--- config.mk ---
export PLATFORM = sky130hd
export DESIGN_NAME = energy_detect_win_flat
export DESIGN_NICKNAME = d
export VERILOG_FILES = /design/src/rtl/energy_detect_win_if.sv /design/src/rtl/energy_detect_win.sv /design/src/flat_wrapper.sv
export SDC_FILE = /design/constraint.sdc
export NUM_CORES = 1
export LEC_CHECK = 0
export BUFFER_PORTS_ARGS = -buffer_cell sky130_fd_sc_hd__buf_2
export CAP_MARGIN = 10
export CORE_MARGIN = 2
export CORE_UTILIZATION = 50
export DETAILED_ROUTE_END_ITERATION = 8
export PLACE_DENSITY = 0.74
export RECOVER_POWER = 25
export SLEW_MARGIN = 20
export SYNTH_ARGS = -nofsm -noshare
export SYNTH_HDL_FRONTEND = slang
export SYNTH_SLANG_ARGS = --single-unit
--- constraint.sdc ---
create_clock -name clk -period 2.93 [get_ports clk]
set_clock_uncertainty 0.1 [all_clocks]
set_input_delay 0.1465 -clock clk [delete_from_list [all_inputs] [get_ports clk]]
set_output_delay 0.1465 -clock clk [all_outputs]
set_load 0.005 [all_outputs]
--- src/rtl/energy_detect_win_if.sv ---
// Bundles the sample front-end strobes and the decision outputs of energy_detect_win.
// The master modport drives samples and the compare operands; the slave modport is the detector.
interface energy_detect_win_if #(
    parameter int DW    = 13,
    parameter int NW    = 12,
    parameter int TW    = 12,
    parameter int ACC_W = 32
);
    logic                    in_valid;
    logic signed [DW-1:0]    sig_in;
    logic                    flush;
    logic signed [NW-1:0]    nvar;
    logic signed [TW-1:0]    thres;
    logic                    standby;
    logic                    dec_valid;
    logic                    dec;
    logic        [ACC_W-1:0] energy;
    logic                    sat;
    logic                    occupied;

    modport master (
        output in_valid, sig_in, flush, nvar, thres,
        input  standby, dec_valid, dec, energy, sat, occupied
    );

    modport slave (
        input  in_valid, sig_in, flush, nvar, thres,
        output standby, dec_valid, dec, energy, sat, occupied
    );
endinterface

--- src/rtl/energy_detect_win.sv ---
// Windowed energy detector: squares and accumulates samples, compares scaled energy with
// nvar*thres once per window, and filters the decisions into a hysteresis occupancy flag.
module energy_detect_win #(
    parameter int DW       = 13,
    parameter int NW       = 12,
    parameter int TW       = 12,
    parameter int LOG2_N   = 5,
    parameter int ACC_W    = 32,
    parameter int SCALE_SH = 5,
    parameter int HOLD     = 2
) (
    input  logic               clk,
    input  logic               rst_n,
    energy_detect_win_if.slave bus
);
    localparam int CNT_W  = LOG2_N + 1;
    localparam int SQ_W   = 2 * DW;
    localparam int SUM_W  = ((SQ_W > ACC_W) ? SQ_W : ACC_W) + 1;
    localparam int CMP_W  = ACC_W + SCALE_SH + 1;
    localparam int PROD_W = NW + TW;

    localparam logic [CNT_W-1:0] N_C       = {{(CNT_W-1){1'b0}}, 1'b1} << LOG2_N;
    localparam logic [CNT_W-1:0] CNT_ONE_C = {{(CNT_W-1){1'b0}}, 1'b1};
    localparam logic [ACC_W-1:0] ACC_MAX_C = {ACC_W{1'b1}};

    typedef enum logic [1:0] {
        ST_ACC    = 2'd0,
        ST_DRAIN  = 2'd1,
        ST_DECIDE = 2'd2
    } state_t;

    state_t             state_r;
    logic [CNT_W-1:0]   count_r;
    logic [ACC_W-1:0]   acc_r;
    logic               sat_w_r;
    logic [SQ_W-1:0]    sq_r;
    logic               sq_valid_r;
    logic               standby_r;
    logic               dec_valid_r;
    logic               dec_r;
    logic [ACC_W-1:0]   energy_r;
    logic               sat_r;
    logic               occupied_r;
    logic [3:0]         hyst_cnt_r;

    logic               accept_s;
    logic               close_s;
    logic [CNT_W-1:0]   count_inc_s;
    logic signed [SQ_W-1:0]   sig_ext_s;
    logic signed [SQ_W-1:0]   sq_s;
    logic [SUM_W-1:0]   sum_s;
    logic [ACC_W-1:0]   acc_add_s;
    logic               sat_add_s;
    logic signed [PROD_W-1:0] nvar_ext_s;
    logic signed [PROD_W-1:0] thres_ext_s;
    logic signed [PROD_W-1:0] prod_s;
    logic signed [CMP_W-1:0]  prod_cmp_s;
    logic signed [CMP_W-1:0]  energy_cmp_s;
    logic               dec_s;
    logic               occupied_nx_s;
    logic [3:0]         hyst_nx_s;

    // Sample acceptance and window-close detection
    always_comb begin
        accept_s    = bus.in_valid & standby_r;
        count_inc_s = count_r + CNT_ONE_C;
        close_s     = 1'b0;
        if (state_r == ST_ACC) begin
            if (accept_s && (count_inc_s == N_C)) begin
                close_s = 1'b1;
            end else if (bus.flush && (accept_s || (count_r != {CNT_W{1'b0}}))) begin
                close_s = 1'b1;
            end else begin
                close_s = 1'b0;
            end
        end else begin
            close_s = 1'b0;
        end
    end

    // Squarer and saturating accumulator update
    always_comb begin
        sig_ext_s = {{DW{bus.sig_in[DW-1]}}, bus.sig_in};
        sq_s      = sig_ext_s * sig_ext_s;
        sum_s     = {{(SUM_W-ACC_W){1'b0}}, acc_r} + {{(SUM_W-SQ_W){1'b0}}, sq_r};
        acc_add_s = ACC_MAX_C;
        sat_add_s = 1'b0;
        if (sum_s > {{(SUM_W-ACC_W){1'b0}}, ACC_MAX_C}) begin
            acc_add_s = ACC_MAX_C;
            sat_add_s = 1'b1;
        end else begin
            acc_add_s = sum_s[ACC_W-1:0];
            sat_add_s = 1'b0;
        end
    end

    // Signed compare: a negative nvar*thres always loses to the non-negative energy
    always_comb begin
        nvar_ext_s   = {{TW{bus.nvar[NW-1]}}, bus.nvar};
        thres_ext_s  = {{NW{bus.thres[TW-1]}}, bus.thres};
        prod_s       = nvar_ext_s * thres_ext_s;
        prod_cmp_s   = {{(CMP_W-PROD_W){prod_s[PROD_W-1]}}, prod_s};
        energy_cmp_s = {1'b0, acc_r, {SCALE_SH{1'b0}}};
        dec_s        = (energy_cmp_s > prod_cmp_s);
    end

    // Hysteresis: HOLD consecutive disagreeing decisions flip the occupancy flag
    always_comb begin
        occupied_nx_s = occupied_r;
        hyst_nx_s     = 4'd0;
        if (dec_s == occupied_r) begin
            occupied_nx_s = occupied_r;
            hyst_nx_s     = 4'd0;
        end else if ((hyst_cnt_r + 4'd1) == 4'(HOLD)) begin
            occupied_nx_s = ~occupied_r;
            hyst_nx_s     = 4'd0;
        end else begin
            occupied_nx_s = occupied_r;
            hyst_nx_s     = hyst_cnt_r + 4'd1;
        end
    end

    // Window FSM, datapath registers and registered outputs
    always_ff @(posedge clk or negedge rst_n) begin
        if (!rst_n) begin
            state_r     <= ST_ACC;
            count_r     <= {CNT_W{1'b0}};
            acc_r       <= {ACC_W{1'b0}};
            sat_w_r     <= 1'b0;
            sq_r        <= {SQ_W{1'b0}};
            sq_valid_r  <= 1'b0;
            standby_r   <= 1'b1;
            dec_valid_r <= 1'b0;
            dec_r       <= 1'b0;
            energy_r    <= {ACC_W{1'b0}};
            sat_r       <= 1'b0;
            occupied_r  <= 1'b0;
            hyst_cnt_r  <= 4'd0;
        end else begin
            sq_valid_r  <= accept_s;
            dec_valid_r <= 1'b0;
            if (accept_s) begin
                sq_r <= sq_s;
            end
            if (sq_valid_r) begin
                acc_r   <= acc_add_s;
                sat_w_r <= sat_w_r | sat_add_s;
            end
            case (state_r)
                ST_ACC: begin
                    if (accept_s) begin
                        count_r <= count_inc_s;
                    end
                    if (close_s) begin
                        state_r   <= ST_DRAIN;
                        standby_r <= 1'b0;
                    end
                end
                ST_DRAIN: begin
                    state_r <= ST_DECIDE;
                end
                ST_DECIDE: begin
                    dec_r       <= dec_s;
                    energy_r    <= acc_r;
                    sat_r       <= sat_w_r;
                    dec_valid_r <= 1'b1;
                    acc_r       <= {ACC_W{1'b0}};
                    count_r     <= {CNT_W{1'b0}};
                    sat_w_r     <= 1'b0;
                    occupied_r  <= occupied_nx_s;
                    hyst_cnt_r  <= hyst_nx_s;
                    state_r     <= ST_ACC;
                    standby_r   <= 1'b1;
                end
                default: begin
                    state_r   <= ST_ACC;
                    standby_r <= 1'b1;
                end
            endcase
        end
    end

    assign bus.standby   = standby_r;
    assign bus.dec_valid = dec_valid_r;
    assign bus.dec       = dec_r;
    assign bus.energy    = energy_r;
    assign bus.sat       = sat_r;
    assign bus.occupied  = occupied_r;
endmodule
--- src/flat_wrapper.sv ---
// flat-port wrapper written by rule: the top's interface ports become plain ports
module energy_detect_win_flat 
#(
    parameter int DW       = 13,
    parameter int NW       = 12,
    parameter int TW       = 12,
    parameter int LOG2_N   = 5,
    parameter int ACC_W    = 32,
    parameter int SCALE_SH = 5,
    parameter int HOLD     = 2
)
  (clk, rst_n, bus_in_valid, bus_sig_in, bus_flush, bus_nvar, bus_thres, bus_standby, bus_dec_valid, bus_dec, bus_energy, bus_sat, bus_occupied);
  energy_detect_win_if #(.DW(DW), .NW(NW), .TW(TW), .ACC_W(ACC_W)) bus_i ();
  input  logic clk;
  input  logic rst_n;
  input wire logic [$bits(bus_i.in_valid)-1:0] bus_in_valid;
  input wire logic [$bits(bus_i.sig_in)-1:0] bus_sig_in;
  input wire logic [$bits(bus_i.flush)-1:0] bus_flush;
  input wire logic [$bits(bus_i.nvar)-1:0] bus_nvar;
  input wire logic [$bits(bus_i.thres)-1:0] bus_thres;
  output wire logic [$bits(bus_i.standby)-1:0] bus_standby;
  output wire logic [$bits(bus_i.dec_valid)-1:0] bus_dec_valid;
  output wire logic [$bits(bus_i.dec)-1:0] bus_dec;
  output wire logic [$bits(bus_i.energy)-1:0] bus_energy;
  output wire logic [$bits(bus_i.sat)-1:0] bus_sat;
  output wire logic [$bits(bus_i.occupied)-1:0] bus_occupied;
  assign bus_i.in_valid = bus_in_valid;
  assign bus_i.sig_in = bus_sig_in;
  assign bus_i.flush = bus_flush;
  assign bus_i.nvar = bus_nvar;
  assign bus_i.thres = bus_thres;
  assign bus_standby = bus_i.standby;
  assign bus_dec_valid = bus_i.dec_valid;
  assign bus_dec = bus_i.dec;
  assign bus_energy = bus_i.energy;
  assign bus_sat = bus_i.sat;
  assign bus_occupied = bus_i.occupied;
  energy_detect_win #(.DW(DW), .NW(NW), .TW(TW), .LOG2_N(LOG2_N), .ACC_W(ACC_W), .SCALE_SH(SCALE_SH), .HOLD(HOLD)) u_core (.clk(clk), .rst_n(rst_n), .bus(bus_i));
endmodule
# Yosys cells after proc, flatten, opt, wreduce, memory -nomap -nowiden

Cells that the tools add are included.

Logic and storage cells: 60
Output and inout bits: 37
Flip-flop bits (word level): 109

Eq/ne operators: 7
$add $sub $neg: 3
Reductions and logical operators: 10
Bitwise logic cells: 5
Multiply operators: 2
Order comparisons: 2
Muxes and demuxes: 18

Operators with widths:

| cell                 | number |
|---|---|
| $mux 32              | 3 |
| $gt 38x24->1         | 1 |
| $add 32x26->33       | 1 |
| $gt 33x32->1 const B | 1 |
| $mul 13x13->26       | 1 |
| $mul 12x12->24       | 1 |
| $pmux 6 s2           | 1 |
| $mux 1               | 8 |
| $mux 4               | 2 |
| $add 6x1->6 const B  | 1 |
| $eq 6x6->1 const B   | 1 |
| $mux 6               | 1 |
| $reduce_bool 6->1    | 1 |
| $add 4x1->4 const B  | 1 |
| $eq 4x2->1 const B   | 1 |
| $ne 2x1->1 const B   | 2 |
| $pmux 2 s2           | 1 |
| $reduce_and 2->1     | 2 |
| $reduce_bool 2->1    | 2 |
| $not 1->1            | 3 |
| $reduce_and 3->1     | 1 |
| $eq 2x1->1 const B   | 1 |
| $eq 2x2->1 const B   | 1 |
| $logic_and 1x1->1    | 2 |
| other kinds (7)      | 7 |

# Logic depth before layout (Yosys ltp)

Gate-level depths: netlist (run 1).

Depth after elaboration: 8
Gate-level depth with buffers: 32
Gate-level depth less buffers: 31

# Worst setup path before layout (run 1)

OpenSTA, ideal clock, no wires.

Kind: in2reg
From: in bus_nvar[11]
To: reg u_core.hyst_cnt_r[1]
Path buffers: 1
Setup slack: -3.877 ns
Setup time: 0.104 ns
Stages on the path: 29
Data arrival time: 6.604 ns
Cell sequence: clkbuf_1 > and2_1 > fa_1 > ha_1 > inv_1 > fa_1 > inv_1 > fa_1 > inv_1 > fa_1 > inv_1 > ha_1 > and3_1 > a221o_2 > a21o_2 > a21oi_1 > o21bai_1 > a21oi_1 > xor2_1 > ha_1 > a21o_1 > a211oi_1 > o21ai_0 > a31oi_1 > o21ai_1 > nor2b_1 > mux2i_4 > xnor2_1 > o41ai_2

Word-level cells in the longest chain between the ends: 4

RTL lines:

| what                   | line                     | RTL |
|---|---|---|
| start: declaration     | flat_wrapper.sv:19       | `input wire logic [$bits(bus_i.nvar)-1:0] bus_nvar;` |
| $mul 12x12->24         | energy_detect_win.sv:101 | `prod_s = nvar_ext_s * thres_ext_s;` |
| $gt 38x24->1           | energy_detect_win.sv:104 | `dec_s = (energy_cmp_s > prod_cmp_s);` |
| $eq 1x1->1             | energy_detect_win.sv:111 | `if (dec_s == occupied_r) begin` |
| $mux 4                 | energy_detect_win.sv:111 |  |
| end signal: assignment | energy_detect_win.sv:171 | `hyst_cnt_r <= hyst_nx_s;` |
| end: declaration       | energy_detect_win.sv:44  | `logic [3:0] hyst_cnt_r;` |

Every way passes these cells.
A chain may end at the register's enable or synchronous reset.

# Worst setup path after layout (run 1)

From: in bus_thres[5]
To: reg u_core.hyst_cnt_r[1]

Word-level cells in the longest chain between the ends: 4

RTL lines:

| what               | line                     | RTL |
|---|---|---|
| start: declaration | flat_wrapper.sv:20       | `input wire logic [$bits(bus_i.thres)-1:0] bus_thres;` |
| $mul 12x12->24     | energy_detect_win.sv:101 |  |
| $gt 38x24->1       | energy_detect_win.sv:104 |  |
| $eq 1x1->1         | energy_detect_win.sv:111 |  |
| $mux 4             | energy_detect_win.sv:111 |  |

Every way passes these cells.

==> metrics.cfg, run 1 <==
[run_status]
run_status = finished, violations left
violations = max-capacitance violations, max-slew violations, negative setup slack

[finish]
num_antenna_cells = 0
syn_to_final_growth_pct = 29.3
nets = 2685
layout_common_cells = inv_1 (293), nand2_1 (271), buf_4 (271)
final_cell_area_sq_um = 22100
final_common_cell = inv_1
drive_gt1_frac = 0.296

[setup_path]
critPathArrivalTime_ns = 6.49
crit_type = in -> reg
end_kind = register
cp.required_ns = 3.09
cp-start-kind = input pin
cp_max_fo = 6
r2r_slack_ns = -0.31

[die]
ios = 78
initial_core_util = 0.508
die_h_microns = 189
fp.coreArea_sq_um = 33600
die_area_sq_um = 35600
die_w_microns = 189
rows = 67

[synth]
synth_fa_ha_area_frac = 0.456
synth-simple-area-share = 0.151
muxShareOfSynthArea = 0.0123
synthArstFlopShare = 1.00
synth_edf_count = 0
synthesis.nets = 2359
synth_area_sq_um = 17100
synth_ff_type = dfrtp_1
ys_seq_area_frac = 0.158
syn_area_per_cell_sq_um = 9.16
synth_seq_cells = 108
ys_types = 73
synth_top_family_by_area = adder cells
syn_inst = 1865
synth_compound_area_frac = 0.0888
yosys.area.top_type = fa_1
synthXorXnorAreaFrac = 0.0436
yosys_warnings = 0
synth_area_leaders = fa_1 (33%), dfrtp_1 (16%), ha_1 (12%)
netlist.area_leader.share = 0.332

[place]
post-place-ws_ns = -3.79
dp_hpwl_microns = 32500
port-buffer-count = 77
placed_cell_area_sq_um = 20400
place_congestion = 0.884

[worst_hold_path]
hold_class = in -> reg

[clocking]
cts-root-buf = clkbuf_16
clockBufferDepth = 2
cts_made_buffers = 9
cts_sinks = 108
insertion_delay_ns = 0.36
cts_max_level = 3
cts_tree = built
clkTransAtPathRegs_ns = 0.07

[grt]
antenna_found_initial = 0
grt_overflow = 0
grt_pass1_vias = 14600
grt_max_degree = 63
grt_pass1_wl_microns = 68500
grt_use_total = 0.233

[sta]
min_period_over_period = 2.16
timing.final.ws_setup_ns = -3.40
drv_slew = 62
timing.final.crit_period_ns = 6.33
whs_ns = 0.0759
setup_viol = 27
rsz0062_at_grt = true
max-slew-margin-rel = -0.0310
hold_violations = 0
fmax_ghz = 0.158
tns_ns = -54.65
worstMarginPinSlew_ns = 1.55

[route]
vias = 13900
drc = 0
avgRoutedWirePerCell_microns = 15.7
drt_iter0_drc = 781
vias_per_cell = 5.27
ant_nets = 0
drt_wl_total_microns = 41600
firstDrtPassIters = 5

[job]
drv_cap = 1

synthesized netlist by cell type, drive strengths merged, types with 2 or more instances:
| cell type | instances |
|---|---|
| a211oi | 10 |
| nand3 | 21 |
| nand2b | 16 |
| a21boi | 2 |
| fa | 283 |
| mux2 | 6 |
| or2 | 2 |
| nor3 | 17 |
| clkinv | 3 |
| o21ai | 72 |
| o41ai | 2 |
| nor2b | 13 |
| inv | 331 |
| dfrtp | 107 |
| a2111oi | 3 |
| a21oi | 83 |
| nor2 | 48 |
| o211ai | 4 |
| mux2i | 13 |
| a221o | 4 |
| a221oi | 2 |
| and2 | 96 |
| ha | 170 |
| a41oi | 2 |
| nand4 | 12 |
| o21bai | 7 |
| a31oi | 13 |
| xor2 | 31 |
| nor4 | 6 |
| nand2 | 299 |
| and3 | 12 |
| o31ai | 2 |
| a21o | 23 |
| o21a | 7 |
| buf | 6 |
| and3b | 2 |
| xnor2 | 54 |
| clkbuf | 60 |
| a22oi | 2 |
logic make-up after synthesis:
logic type	Yosys count
and+or+nand+nor	553
adders and majority gates	453
buffers and inverters	400
AOI/OAI and AO/OA	247
DFF	108
xor gates and xnor gates	85
muxes	19
sequential cells by signal, summed over array words and instances (netlist names):
| name | count |
|---|---|
| u_core.acc_r | 32 |
| u_core.bus.dec | 1 |
| u_core.bus.dec_valid | 1 |
| u_core.bus.energy | 32 |
| u_core.bus.occupied | 1 |
| u_core.bus.sat | 1 |
| u_core.bus.standby | 1 |
| u_core.count_r | 6 |
| u_core.hyst_cnt_r | 4 |
| u_core.sat_w_r | 1 |
| u_core.sq_r | 25 |
| u_core.sq_valid_r | 1 |
| u_core.state_r | 2 |
critical path, cell delays in order:
cell and delay [ns]:
clkbuf_4 0.15, buf_6 0.13, and2_1 0.17, fa_2 0.67
fa_1 0.46, fa_1 0.47, fa_1 0.54, inv_1 0.06
fa_1 0.53, inv_1 0.05, ha_1 0.30, buf_4 0.16
and4_4 0.20, nand3_1 0.08, nand2_1 0.07, a41oi_2 0.18
nand2_1 0.10, xnor2_1 0.14, ha_1 0.36, nand4_1 0.13
nor2_2 0.13, nand4_1 0.16, a31oi_2 0.23, o21ai_4 0.10
nor2b_2 0.16, mux2i_4 0.13, xnor2_1 0.16, o41ai_2 0.32
routing by layer:
| layer | wire, microns | GRT usage | up-vias |
|---|---|---|---|
| li1 | - | - | 6522 |
| met1 | 17200 | 0.308 | 6971 |
| met2 | 21600 | 0.411 | 359 |
| met3 | 1670 | 0.0209 | 84 |
| met4 | 1130 | 0.0676 | 0 |
| met5 | 0 | 0 | - |
layout make-up:
type | count | area, sq um
multi-input combinational | 1357 | 14200
fill | 2515 | 11500
timing repair buffer | 381 | 3040
sequential | 108 | 2710
inverter | 334 | 1270
tap | 448 | 561
clock buffer | 10 | 239
clock inverter | 6 | 109
final timing paths:
| check | from | to | cells after the start |
|---|---|---|---|
| max | bus_thres[5] | u_core.hyst_cnt_r[1]$_DFFE_PN0P_ | 28 |
| min | bus_flush | u_core.state_r[0]$_DFFE_PN0N_ | 3 |
| max reg2reg | u_core.acc_r[0]$_DFFE_PN0P_ | u_core.hyst_cnt_r[1]$_DFFE_PN0P_ | 11 |
| min reg2reg | u_core.bus.energy[2]$_DFFE_PN0P_ | u_core.bus.energy[2]$_DFFE_PN0P_ | 2 |
| max in group asynchronous | rst_n | u_core.acc_r[0]$_DFFE_PN0P_ | 2 |
| min in group asynchronous | rst_n | u_core.state_r[0]$_DFFE_PN0N_ | 2 |
metrics by stage:
step,instances,util
floorplan,1865,-
global placement,2592,0.608
detailed placement,2592,0.608
CTS,2626,0.638
global route,2644,0.657
finish,2644,0.657
repair_timing:
action	CTS	global route
hold buffers	1	0
pin swaps	101	95
setup endpoints to repair	60	60
hold endpoints to repair	60	0
buffers inserted	22	22
resized for setup	142	122
Power of run 1 is not shown: default switching activity piles up to over one toggle a cycle in this logic, so the estimate is an artifact.
==> run 2: changes to the inputs <==
==> constraint.sdc (replaced) <==
create_clock -name clk -period 2.93 [get_ports clk]
set_clock_uncertainty 0.1 [all_clocks]
set_input_delay 0 -clock clk [delete_from_list [all_inputs] [get_ports clk]]
set_output_delay 0 -clock clk [all_outputs]
set_load 0.005 [all_outputs]
==> run 2 against run 1 <==
Net effect:
- highest routed layer unchanged
- critical endpoint unchanged
- count of clock-buffer cells in the layout unchanged
- largest cell class unchanged
- core utilization up 1.8 points
- critical path depth up 1
- the run ends with negative setup slack left
- cell area up 2.7%
==> metrics.cfg, run 2 (synthesized netlist as in run 1, its figures left out) <==
[run_status]
run_status = finished, violations left  ; unchanged
violations = negative setup slack  ; was max-capacitance violations, max-slew violations, negative setup slack

[clocking]
clkTransAtPathRegs_ns = 0.07  ; about the same
cts_max_level = 3  ; unchanged
clockBufferDepth = 2  ; unchanged
cts-root-buf = clkbuf_16  ; unchanged
cts_made_buffers = 9  ; unchanged
cts_sinks = 108  ; unchanged
cts_tree = built  ; unchanged
insertion_delay_ns = 0.36  ; about the same

[sta]
rsz0062_at_grt = true  ; unchanged
setup_viol = 46  ; was 27
drv_slew = 0  ; was 62
fmax_ghz = 0.162  ; was 0.158 GHz
min_period_over_period = 2.11  ; was 2.16
hold_violations = 0  ; unchanged
worstMarginPinSlew_ns = 1.42  ; was 1.55 ns
max-slew-margin-rel = 0.0545  ; was -0.0310
timing.final.ws_setup_ns = -3.24  ; was -3.40 ns
timing.final.crit_period_ns = 6.17  ; was 6.33 ns
whs_ns = 0.0133  ; was 0.0759 ns

[finish]
syn_to_final_growth_pct = 32.9  ; was 29.3%
nets = 2704  ; was 2685
num_antenna_cells = 0  ; unchanged
layout_common_cells = inv_1 (301), buf_4 (272), nand2_1 (268)  ; was inv_1 (293), nand2_1 (271), buf_4 (271)
n_fill_cell = 2382  ; was 2515
finalNonFillerCells = 2663  ; was 2644
drive_gt1_frac = 0.326  ; was 0.296
final_common_cell = inv_1  ; unchanged

[die]
die_w_microns = 189  ; unchanged
die_h_microns = 189  ; unchanged
die_area_sq_um = 35600  ; unchanged
initial_core_util = 0.508  ; unchanged
fp.coreArea_sq_um = 33600  ; unchanged
rows = 67  ; unchanged
ios = 78  ; unchanged

[route]
drc = 0  ; unchanged
drt_iter0_drc = 812  ; was 781
drt_wl_total_microns = 42900  ; was 41600 microns
firstDrtPassIters = 5  ; unchanged
vias = 14100  ; was 13900
avgRoutedWirePerCell_microns = 16.1  ; was 15.7 microns
ant_nets = 0  ; unchanged
vias_per_cell = 5.29  ; was 5.27

[grt]
grt_max_degree = 58  ; was 63
antenna_found_initial = 0  ; unchanged
grt_pass1_wl_microns = 68100  ; was 68500 microns
grt_overflow = 0  ; unchanged
grt_pass1_vias = 14700  ; was 14600
grt_use_total = 0.230  ; was 0.233

[setup_path]
crit_family = adder cells  ; unchanged
crit_type = in -> reg  ; unchanged
end_kind = register  ; unchanged
cp_max_fo = 11  ; was 6
cp.required_ns = 3.09  ; about the same
cp-start-kind = input pin  ; unchanged
cp_num_buf_inv = 5  ; unchanged
critPathArrivalTime_ns = 6.33  ; was 6.49 ns
cpMostUsedCell = fa_1  ; unchanged
critPathSlowestCell = fa_2  ; unchanged
cp_slowest_stage_delay_ns = 0.59  ; was 0.67 ns

[job]
drv_cap = 0  ; was 1

[place]
dp_hpwl_microns = 32500  ; about the same
place_inst = 2582  ; was 2592
place_congestion = 0.853  ; was 0.884
port-buffer-count = 77  ; unchanged

[worst_hold_path]
hold_class = in -> reg  ; unchanged

## run 2: per-stage QoR
step / worst slack [ns] / setup TNS (ns) / util / area, sq um
floorplan: -3.17 / -47.47 / - / 18100
global placement: -3.50 / -62.52 / 0.607 / 20400
detailed placement: -3.67 / -65.49 / 0.607 / 20400
CTS: -3.18 / -49.01 / 0.644 / 21600
global route: -3.49 / -57.40 / 0.675 / 22700
finish: -3.24 / -50.90 / 0.675 / 22700
## run 2: cell type report
cell class              count  area, sq um  share of cell area
inverters                 334         1270              0.0558
clock buffers              10          229              0.0101
repair buffers            399         3390               0.149
well taps                 448          561              0.0247
flip-flops and latches    108         2710               0.119
multi-input cells        1358        14400               0.635
clock inverters             6          136             0.00601
## run 2: path summary, 6_finish.rpt
check,from,to,slack [ns],cells past startpoint
min,bus_sig_in[0],u_core.sq_r[0]$_DFFE_PN0P_,0.01,3
min in group asynchronous,rst_n,u_core.sq_r[25]$_DFFE_PN0P_,0.42,2
max,bus_nvar[6],u_core.hyst_cnt_r[1]$_DFFE_PN0P_,-3.24,29
min reg2reg,u_core.bus.energy[4]$_DFFE_PN0P_,u_core.bus.energy[4]$_DFFE_PN0P_,0.37,2
max reg2reg,u_core.acc_r[0]$_DFFE_PN0P_,u_core.hyst_cnt_r[1]$_DFFE_PN0P_,-0.20,11
max in group asynchronous,rst_n,u_core.acc_r[0]$_DFFE_PN0P_,1.38,3
## run 2: worst register-to-register path: stages (launching register included)
cell and delay, ns:
dfrtp_2 0.45, ha_1 0.30, or4b_1 0.44, a211oi_1 0.30, buf_4 0.20, o21ai_0 0.06
and3b_1 0.20, o21ai_2 0.16, nor2_2 0.06, mux2i_4 0.31, xnor2_2 0.11, o41ai_2 0.33
## run 2: routing by layer
metal  vias to the layer above  wire [microns]  GRT usage
li1                       6557               -          -
met5                         -               0          0
met2                       359           22300      0.409
met4                         0            1020     0.0487
met1                      7085           17800      0.309
met3                        94            1780     0.0203
## run 2: repair_timing
| item | CTS | global route |
|---|---|---|
| hold buffers | 3 | 0 |
| endpoints found under the setup margin | 60 | 58 |
| resized for setup | 183 | 168 |
| cloned | 0 | 3 |
| buffers inserted | 31 | 37 |
| pin swaps | 120 | 122 |
| endpoints found under the hold margin | 58 | 0 |
Power of run 2 is left out for the same reason.
